**config.mk**
```make
export PLATFORM = sky130hd
export DESIGN_NAME = arb_mux8way16
export DESIGN_NICKNAME = d
export VERILOG_FILES = /design/src/rtl/arb_mux8way16.sv
export SDC_FILE = /design/constraint.sdc
export NUM_CORES = 1
export LEC_CHECK = 0
export CORE_UTILIZATION = 36
export CTS_BUF_LIST = sky130_fd_sc_hd__clkbuf_8
export DETAILED_ROUTE_END_ITERATION = 8
export PLACE_DENSITY = 0.9
export SLEW_MARGIN = 20
export SYNTH_ARGS = -nofsm -noshare
export SYNTH_HDL_FRONTEND = slang
export SYNTH_SLANG_ARGS = --single-unit
export TNS_END_PERCENT = 50
```
**constraint.sdc**
```tcl
create_clock -name clk -period 5.3 [get_ports clk]
set_input_delay 1.06 -clock clk [delete_from_list [all_inputs] [get_ports clk]]
set_output_delay 1.06 -clock clk [all_outputs]
set_load 0.02 [all_outputs]
```
**src/rtl/arb_mux8way16.sv**
```systemverilog
// arb_mux8way16: merges eight 16-bit valid/ready producer lanes into one
// registered output stream tagged with the source lane index. Round-robin
// arbitration by default; RR_EN=0 pins the scan start to lane 0, which gives
// fixed priority with lane 0 highest.
module arb_mux8way16 #(
    parameter int WIDTH = 16,
    parameter bit RR_EN = 1'b1
) (
    input  logic               clk,
    input  logic               rst_n,
    input  logic [7:0]         in_valid,
    input  logic [8*WIDTH-1:0] in_data,
    output logic [7:0]         in_ready,
    output logic               out_valid,
    output logic [WIDTH-1:0]   out_data,
    output logic [2:0]         out_sel,
    input  logic               out_ready
);

    logic             out_valid_q, out_valid_d;
    logic [WIDTH-1:0] out_data_q,  out_data_d;
    logic [2:0]       out_sel_q,   out_sel_d;
    logic [2:0]       ptr_q,       ptr_d;

    logic             load;
    logic             found;
    logic             accept;
    logic [2:0]       gnt_idx;
    logic [WIDTH-1:0] gnt_data;

    // Scan lanes ptr, ptr+1, ... (mod 8); the first valid lane wins.
    always_comb begin
        found   = 1'b0;
        gnt_idx = '0;
        for (int k = 0; k < 8; k++) begin
            if (!found && in_valid[ptr_q + 3'(k)]) begin
                found   = 1'b1;
                gnt_idx = ptr_q + 3'(k);
            end
        end
    end

    // Grant qualification and handshake back to the producers. rst_n is
    // folded in so no lane sees a ready while the block is held in reset.
    always_comb begin
        load     = !out_valid_q || out_ready;
        accept   = rst_n && load && found;
        gnt_data = in_data[32'(gnt_idx) * WIDTH +: WIDTH];
        in_ready = accept ? (8'b0000_0001 << gnt_idx) : 8'b0000_0000;
    end

    // Next state of the output register and the round-robin pointer.
    always_comb begin
        out_valid_d = out_valid_q;
        out_data_d  = out_data_q;
        out_sel_d   = out_sel_q;
        ptr_d       = ptr_q;
        if (accept) begin
            // Drain and reload on the same edge simply overwrites the
            // register, so a continuous stream has no bubbles.
            out_valid_d = 1'b1;
            out_data_d  = gnt_data;
            out_sel_d   = gnt_idx;
            ptr_d       = gnt_idx + 3'd1;
        end else if (out_ready) begin
            // Plain drain: data/sel keep the last word for visibility.
            out_valid_d = 1'b0;
        end
        if (!RR_EN) begin
            ptr_d = 3'd0;
        end
    end

    // Output register and pointer; reset discards any held word.
    always_ff @(posedge clk or negedge rst_n) begin
        if (!rst_n) begin
            out_valid_q <= 1'b0;
            out_data_q  <= '0;
            out_sel_q   <= '0;
            ptr_q       <= '0;
        end else begin
            out_valid_q <= out_valid_d;
            out_data_q  <= out_data_d;
            out_sel_q   <= out_sel_d;
            ptr_q       <= ptr_d;
        end
    end

    assign out_valid = out_valid_q;
    assign out_data  = out_data_q;
    assign out_sel   = out_sel_q;

endmodule

```
=== Word level (Yosys, flattened, before mapping) ===
Index checks and enable logic that the tools add are counted.

* Flip-flop bits (word level): 23
* Latch bits: 0
* Bits in writable memories: 0
* ROM bits: 0
* Input port bits: 139
* Word-level logic and storage cells: 76
* Memories kept: 0

* $add $sub $neg: 8
* $mul: 0
* Divide/modulo/power cells: 0
* Magnitude comparators: 8
* Equal/unequal tests: 0
* Shift-type cells: 2
* Mux-type cells: 35
* Bitwise logic cells: 0
* Reductions and logical operators: 19

{| class="wikitable"
|+ Operator list
! cell !! count
|-
| 128-bit by 8-bit indexed part select with 16-bit output || 1
|-
| 3-bit by 4-bit < comparator with 1-bit output, second input constant || 8
|-
| 1-bit binary-select mux with 3-bit select || 8
|-
| 3-bit two-way mux || 8
|-
| 1-bit two-way mux || 18
|-
| 3-bit adder, second input constant || 4
|-
| 1-bit logical AND || 9
|-
| 1-bit logical NOT || 8
|-
| 8-bit two-way mux || 1
|-
| 1-bit by 3-bit left shift with 8-bit output, first input constant || 1
|-
| 3-bit by 1-bit adder with 3-bit output, second input constant || 2
|-
| 3-bit by 2-bit adder with 3-bit output, second input constant || 2
|-
| 2-bit nonzero test || 1
|-
| 1-bit logical OR || 1
|}

=== Depth between registers and ports, before layout ===
Gate-level depths: netlist of the first run.

* Depth in word-level cells: 26
* Mapped depth: 16
* Depth with buffers taken out: 13

=== Worst setup path before layout of the first run ===
OpenSTA, ideal clock, no wires.

* Path kind: register to output
* Start: register ptr_q[1]
* End: output port in_ready[0]
* Arrival time: 4.457 ns
* Path slack: -0.217 ns
* Stages on the path, launching flop included: 15
* Buffers on the path: 5
* Path through: dfrtp_1 > clkbuf_1 > buf_2 > clkinv_1 > ha_1 > buf_6 > mux2_4 > mux4_2 > o32a_4 > or2_4 > o22ai_4 > nand2_4 > buf_4 > buf_2 > nor4_1

* Word-level cells in the longest chain between the ends: 26
* Elaborated cells on any way between the ends: 56
* Classes of those cells: add/sub: 7; shift: 1; mux: 33; reduce/logical: 15

{| class="wikitable"
|+ Ends and longest elaborated chain
! element !! line !! source
|-
| start, declared || 23 || <nowiki>logic [2:0] ptr_q, ptr_d;</nowiki>
|-
| start signal, assigned || 85 || <nowiki>ptr_q <= ptr_d;</nowiki>
|-
| parallel branches: the longest is 25 deep, another holds 3-bit by 1-bit adder with 3-bit output || n/a ||
|-
| 8-bit two-way mux (*) || 49 || <nowiki>in_ready = accept ? (8'b0000_0001 << gnt_idx) : 8'b0000_0000;</nowiki>
|-
| end, declared || 13 || <nowiki>output logic [7:0] in_ready,</nowiki>
|}

Mark *: on every way between the ends. The select of a mux whose other input is x is not followed.

=== Worst setup path in the final report of the first run ===
* Start: input port in_valid[2]
* End: output port in_ready[5]

* Word-level cells in the longest chain between the ends: 26
* Elaborated cells on any way between the ends: 49
* Classes of those cells: shift: 1; mux: 33; reduce/logical: 15

{| class="wikitable"
|+ Ends and longest elaborated chain
! element !! line !! source
|-
| start, declared || 11 || <nowiki>input logic [7:0] in_valid,</nowiki>
|-
| 1-bit binary-select mux with 3-bit select || 36 || <nowiki>if (!found && in_valid[ptr_q + 3'(k)]) begin</nowiki>
|-
| 1-bit two-way mux (implied by the code) || 36 ||
|-
| 1-bit two-way mux || 36 ||
|-
| 1-bit logical NOT || 36 ||
|-
| 1-bit logical AND || 36 ||
|-
| 1-bit two-way mux || 36 ||
|-
| 1-bit logical NOT || 36 ||
|-
| 1-bit logical AND || 36 ||
|-
| (+10 left out) || n/a ||
|-
| 1-bit logical NOT || 36 ||
|-
| 1-bit logical AND || 36 ||
|-
| 1-bit two-way mux || 36 ||
|-
| 1-bit logical NOT || 36 ||
|-
| 1-bit logical AND || 36 ||
|-
| 3-bit two-way mux or 1-bit two-way mux (tied branches) || 36 ||
|-
| 1-bit by 3-bit left shift with 8-bit output or 1-bit logical AND (tied branches) || 49, 47 ||
|-
| 8-bit two-way mux (*) || 49 ||
|}

Every way passes the cells marked *; elsewhere a longest branch is shown, timed or not. The select of a mux whose other input is x is not followed.

==> results of run 1 <==
critical path, stage by stage:
cell             delay, ns
clkdlybuf4s50_1       0.47
mux2_2                0.31
mux4_2                0.49
o32a_4                0.33
buf_4                 0.17
nor2b_1               0.14
o32ai_2               0.30
buf_4                 0.19
nand2b_1              0.07
or2_1                 0.24
buf_4                 0.14
nor2_1                0.08
buf_2                 0.18
worst max path at each step:
stage,start,end,slack [ns]
global placement,in_valid[6],in_ready[7],-0.32
detailed placement,in_valid[5],in_ready[7],-0.40
CTS,in_valid[2],in_ready[0],-0.01
global route,in_valid[0],in_ready[5],-0.02
finish,in_valid[2],in_ready[5],0.06
floorplan,ptr_q[1]$_DFFE_PN0P_,in_ready[3],-0.05
sequential cells by signal, summed over array words and instances, names as in the netlist:
name and count:
out_data 16, out_sel 3, ptr_q 3, out_valid 1
final cells by class:
class                      instances  share of cell area
inverter                          11             0.00814
clock inverter                     1             0.00148
clock buffer                       3             0.00814
timing repair buffer             224               0.407
tap                              102              0.0252
sequential                        23               0.113
multi-input combinational        217               0.436
metal layers:
| layer | vias to the layer above | global-route usage | wire length, um |
|---|---|---|---|
| met5 | - | 0 | 0 |
| met4 | 0 | 0.0782 | 264 |
| met3 | 26 | 0.0468 | 812 |
| met2 | 190 | 0.467 | 5830 |
| met1 | 1587 | 0.293 | 4180 |
| li1 | 1508 | - | - |
cells by family after synthesis:
group / Yosys count
AO/OA/AOI/OAI: 63
buffers and inverters: 32
adder cells (fa/ha/maj): 3
XOR/XNOR: 4
flip-flops: 23
AND/OR/NAND/NOR: 49
multiplexers: 98
what timing repair did:
item,in CTS,in global routing
setup endpoints to repair,8,8
resized for setup,29,11
hold buffers,0,0
buffers inserted,2,0
pin swaps,1,1
power groups by stage:
stage,Clock (W),Combinational (W),Sequential (W)
final,0.000117,0.00363,0.000334
after CTS,0.000120,0.00360,0.000334
after global routing,0.000126,0.00384,0.000346
after detailed placement,0,0.00355,0.000336
after global placement,0,0.00343,0.000330
after floorplan,0,0.00241,0.000398
metrics by stage:
stage	hold WS [ns]	total power, W	area, um^2
final	0.499	0.00409	5070
after global routing	0.529	0.00432	5070
after CTS	0.510	0.00406	5080
after detailed placement	0.471	0.00388	5010
after global placement	0.472	0.00376	5010
after floorplan	0.595	0.00281	2970
synth_stat cells, types with 2 or more instances:
| cell | count |
|---|---|
| mux2_1 | 3 |
| ha_1 | 3 |
| xnor2_1 | 2 |
| nor4_1 | 2 |
| a21oi_1 | 10 |
| nor3_1 | 2 |
| buf_4 | 2 |
| o221ai_1 | 12 |
| o31ai_1 | 2 |
| buf_6 | 6 |
| inv_1 | 8 |
| buf_1 | 2 |
| o211ai_1 | 2 |
| o2111ai_1 | 2 |
| dfrtp_1 | 23 |
| nand2_1 | 17 |
| a222oi_1 | 10 |
| clkinv_1 | 2 |
| and2_1 | 2 |
| nand2b_1 | 6 |
| mux2i_1 | 42 |
| o211ai_2 | 5 |
| mux4_1 | 4 |
| nor2_1 | 10 |
| a31oi_1 | 3 |
| mux4_2 | 15 |
| xor2_1 | 2 |
| clkbuf_1 | 3 |
| mux2_2 | 33 |
| a21o_1 | 2 |
| nor2b_1 | 2 |
| o21ai_0 | 2 |
| buf_2 | 6 |
==> results by group, run 1 <==
Final layout
  • ANT cells: 0
  • Most common cell after layout, fill and taps aside: clkdlybuf4s50_1
  • Most frequent cells in the layout: clkdlybuf4s50_1 (156), buf_4 (58), mux2i_1 (42)
  • Multi-input logic area: 2210 um^2
  • Fin nets: 622
  • Non-Filler Instances: 581
  • Synth-to-layout area growth: 71.2%
  • Register Area: 576 um^2
  • Share of layout cells above drive strength 1: 0.292
  • Fin util: 0.646
  • Fill count: 644

Global routing
  • Total track usage: 0.252
  • Initial antenna violation count: 0
  • Largest net degree at the start of global routing: 24
  • Vias in the first global route: 3564
  • First-pass GRT wire length: 17100 um
  • Gr ovfl total: 0

STA
  • Minimum clock period: 5.24 ns
  • Max transition margin: 0.336
  • Final Cycle Share: 0.988
  • Final slew viol count: 0
  • Worst Slack Setup Final: 0.0642 ns
  • Fmax: 0.191 GHz
  • Slew @ Worst Pin: 0.997 ns
  • Final hold violations: 0
  • Setup Total Neg Slack: 0 ns
  • Clock skew: 0.0114 ns
  • RSZ-0062 raised after global routing: true
  • # setup viols final: 0

Setup path
  • R2R depth: 14
  • Setup crit start kind: primary input
  • CP Capture Type: output pin
  • Reg-to-reg startpoint: ptr_q[1]$_DFFE_PN0P_
  • Critical path type: primary input to output pin
  • Critical Path RT: 4.24 ns
  • R2R Setup Slk: 0.86 ns
  • Crit path max fanout: 6
  • Reg-to-Reg End: out_data[12]$_DFFE_PN0P_
  • WP data arrival: 4.18 ns

Yosys
  • Post-synth cell types: 58
  • Top-area cell type share of the netlist area: 0.194
  • Post-Syn Area per Cell: 10.9 um^2
  • Top cells by area, synth: dfrtp_1 (19%), mux2i_1 (14%), mux2_2 (13%), mux4_2 (11%), mux4_1 (3.5%)
  • Leading area contributor after synthesis: dfrtp_1
  • Number of flops mapped to enable cells by yosys: 0
  • Largest family of logic cells by synthesized area: multiplexers
  • Register bit total from synthesis: 23
  • Mapped Nets: 414
  • Post-Syn Instances: 272
  • Syn. warnings: 0
  • Seq/Total Area, Yosys: 0.194
  • Async set-or-reset flop fraction in the synthesized netlist: 1.00
  • Mux share of post-synthesis cell area: 0.433
  • Post-Syn Area: 2960 um^2
  • Adder-Cell Fraction of Synth Area: 0.0127
  • Post-synthesis xor/xnor area fraction: 0.0118
  • Post-synthesis compound-gate area fraction: 0.193
  • Synth Area in Simple Gates: 0.0845
  • Post-synth top flop: dfrtp_1

Detailed routing
  • WL/cell: 19.1 um
  • Via-to-Cell Ratio: 5.70
  • DR iter-0 viols: 175
  • First-pass iteration count of the detailed router: 6
  • DRT antenna net count: 0
  • DRC: 0
  • Routed wire length: 11100 um
  • Vias: 3311

Power and ir drop
  • Clock power share: 0.029
  • Reg power frac: 0.082
  • PwrDens: 806 nW/um^2
  • Switching Power: 0.00191 W
  • P_int: 0.00218 W
  • Leak Pwr: 2.10 nW
  • Comb pwr share: 0.890
  • Switch share: 0.467
  • Max VDD drop: 0.426 mV

Floorplan
  • Initial Util: 0.378
  • Die area: 8600 um^2
  • Core area: 7850 um^2
  • IO Pins: 167
  • Die width: 92.7 um
  • Die H: 92.7 um
  • Row count: 32

Placed design
  • Pre-CTS WS: -0.403 ns
  • GP Congestion: 0.860
  • Port bufs: 166
  • Detailed Place HPWL: 9040 um
  • Dpl cells: 575

Clock network
  • TritonCTS Buffers: 3
  • H-Tree Depth: 1
  • CTS root buffer: clkbuf_8
  • Clk_lat worst skew: 0.28 ns
  • CTS max path bufs: 2
  • Reg clk slew, reported paths: 0.10 ns
  • CTS tree: yes
  • Clock sink total: 23

Hold path
  • WHS Endpoint: out_sel[0]$_DFFE_PN0P_
  • Worst hold path type: flip-flop to flip-flop
  • Worst Hold Path Cells: 1
  • HP Start: out_sel[0]$_DFFE_PN0P_

Status
  • Status: finished, final reports clean

Run
  • # Max-Cap Violations: 0
Power figures use the tool's default switching activity.
==> run 2: changes to the inputs <==
- CORE_MARGIN: not set -> 2
==> results by group, run 2 (synthesized netlist as in run 1, its figures left out) <==
Setup path
  • Crit path max fanout: 6
  • Critical path type: primary input to output pin
  • Critical Path RT: 4.24 ns
  • Setup crit start kind: primary input
  • CP Capture Type: output pin
  • WP data arrival: 4.16 ns

Clock network
  • Clock sink total: 23
  • Clk_lat worst skew: 0.27 ns
  • CTS root buffer: clkbuf_8
  • Post-CTS Resized: 16
  • Reg clk slew, reported paths: 0.09 ns
  • CTS max path bufs: 2
  • TritonCTS Buffers: 3
  • H-Tree Depth: 1
  • CTS tree: yes
  • Post-CTS Setup Inserts: 0
  • Cts hold-fix bufs: 0

STA
  • Fmax: 0.191 GHz
  • Final Cycle Share: 0.985
  • Slew @ Worst Pin: 1.06 ns
  • Worst Slack Setup Final: 0.0770 ns
  • Final hold violations: 0
  • Max transition margin: 0.291
  • Clock skew: 0.00246 ns
  • RSZ-0062 raised after global routing: true
  • Minimum clock period: 5.22 ns
  • Hold Worst Slack: 0.496 ns
  • Final slew viol count: 0
  • # setup viols final: 0

Final layout
  • Most frequent cells in the layout: clkdlybuf4s50_1 (154), buf_4 (58), mux2i_1 (41)
  • Synth-to-layout area growth: 71.5%
  • Fill count: 673
  • Max FFs per register: 16
  • Multi-input logic area: 2210 um^2
  • ANT cells: 0
  • Most common cell after layout, fill and taps aside: clkdlybuf4s50_1
  • Register Area: 576 um^2
  • Fin nets: 623
  • Share of layout cells above drive strength 1: 0.290

Placed design
  • Detailed Place HPWL: 9180 um
  • Pre-CTS WS: -0.411 ns
  • GP Congestion: 0.919
  • Port bufs: 166

Detailed routing
  • DR iter-0 viols: 187
  • Routed wire length: 10900 um
  • DRC: 0
  • Via-to-Cell Ratio: 5.51
  • DRT antenna net count: 0
  • First-pass iteration count of the detailed router: 4
  • Vias: 3224
  • WL/cell: 18.7 um

Global routing
  • Initial antenna violation count: 0
  • Gr ovfl total: 0
  • Vias in the first global route: 3421
  • First-pass GRT wire length: 16800 um
  • Total track usage: 0.241
  • Largest net degree at the start of global routing: 24

Power and ir drop
  • Leak Pwr: 2.13 nW
  • Max VDD drop: 0.419 mV
  • Total power: 0.00403 W
  • PwrDens: 792 nW/um^2

Floorplan
  • Core area: 8090 um^2
  • Die width: 94.7 um
  • Die H: 94.7 um
  • Row count: 33
  • Initial Util: 0.366
  • Die area: 8970 um^2
  • IO Pins: 167

Hold path
  • Worst hold path type: flip-flop to flip-flop

Run
  • # Max-Cap Violations: 0

Status
  • Status: finished, final reports clean
[run 2: changes by cell type in the layout (fill, tap and decap cells not counted), sizes merged, moves of 2 or more]
cell           delta
clkbuf            +5
clkdlybuf4s50     -2
buf               -4
dlymetal6s2s      +2
[run 2: critical path, cell delays in order]
cell	delay, ns
clkdlybuf4s50_1	0.46
mux2_2	0.30
mux4_2	0.50
o32a_4	0.33
buf_4	0.16
nor4_1	0.33
o32ai_2	0.17
buf_4	0.18
nor4_2	0.30
dlygate4sd1_1	0.36
[run 2: final timing paths]
check	start	endpoint	slack (ns)	cells after the start
setup / recovery	in_valid[0]	in_ready[0]	0.08	10
hold / removal	out_sel[0]$_DFFE_PN0P_	out_sel[0]$_DFFE_PN0P_	0.50	1
setup reg to reg	ptr_q[1]$_DFFE_PN0P_	out_data[12]$_DFFE_PN0P_	0.85	14
hold reg to reg	out_sel[0]$_DFFE_PN0P_	out_sel[0]$_DFFE_PN0P_	0.50	1
max in group asynchronous	rst_n	out_data[2]$_DFFE_PN0P_	3.85	2
min in group asynchronous	rst_n	ptr_q[0]$_DFFE_PN0P_	1.22	2
[run 2: power breakdown]
group          switching (W)  internal [W]
Sequential         0.0000576      0.000268
Clock              0.0000615     0.0000525
Combinational        0.00174       0.00185
[run 2: layout make-up]
cell class / count / area share
Multi-Input combinational cell: 217 / 0.435
Tap cell: 105 / 0.0259
Clock inverter: 1 / 0.000985
Timing Repair Buffer: 225 / 0.408
Sequential cell: 23 / 0.113
Inverter: 11 / 0.00813
Clock buffer: 3 / 0.00813
[run 2: per-stage QoR]
step	area (um^2)	instances	util	setup TNS, ns
CTS	5090	585	0.629	0
global route	5080	585	0.628	-0.0693
finish	5080	585	0.628	0
detailed placement	5040	581	0.623	-2.35
floorplan	2970	272	-	-0.103
global placement	5040	581	0.623	-1.68
[run 2: metal layers]
layer  global-route usage  vias up  wire, um
met2                0.424      155      5770
met4               0.0882        0       286
met1                0.290     1534      4140
li1                     -     1513         -
met5                    0        -         0
met3               0.0471       22       751
==> run 3: changes to the inputs <==
- CAP_MARGIN: not set -> 10
==> results of run 3 <==
Final layout, timing and power as in run 2 (identical DEF).
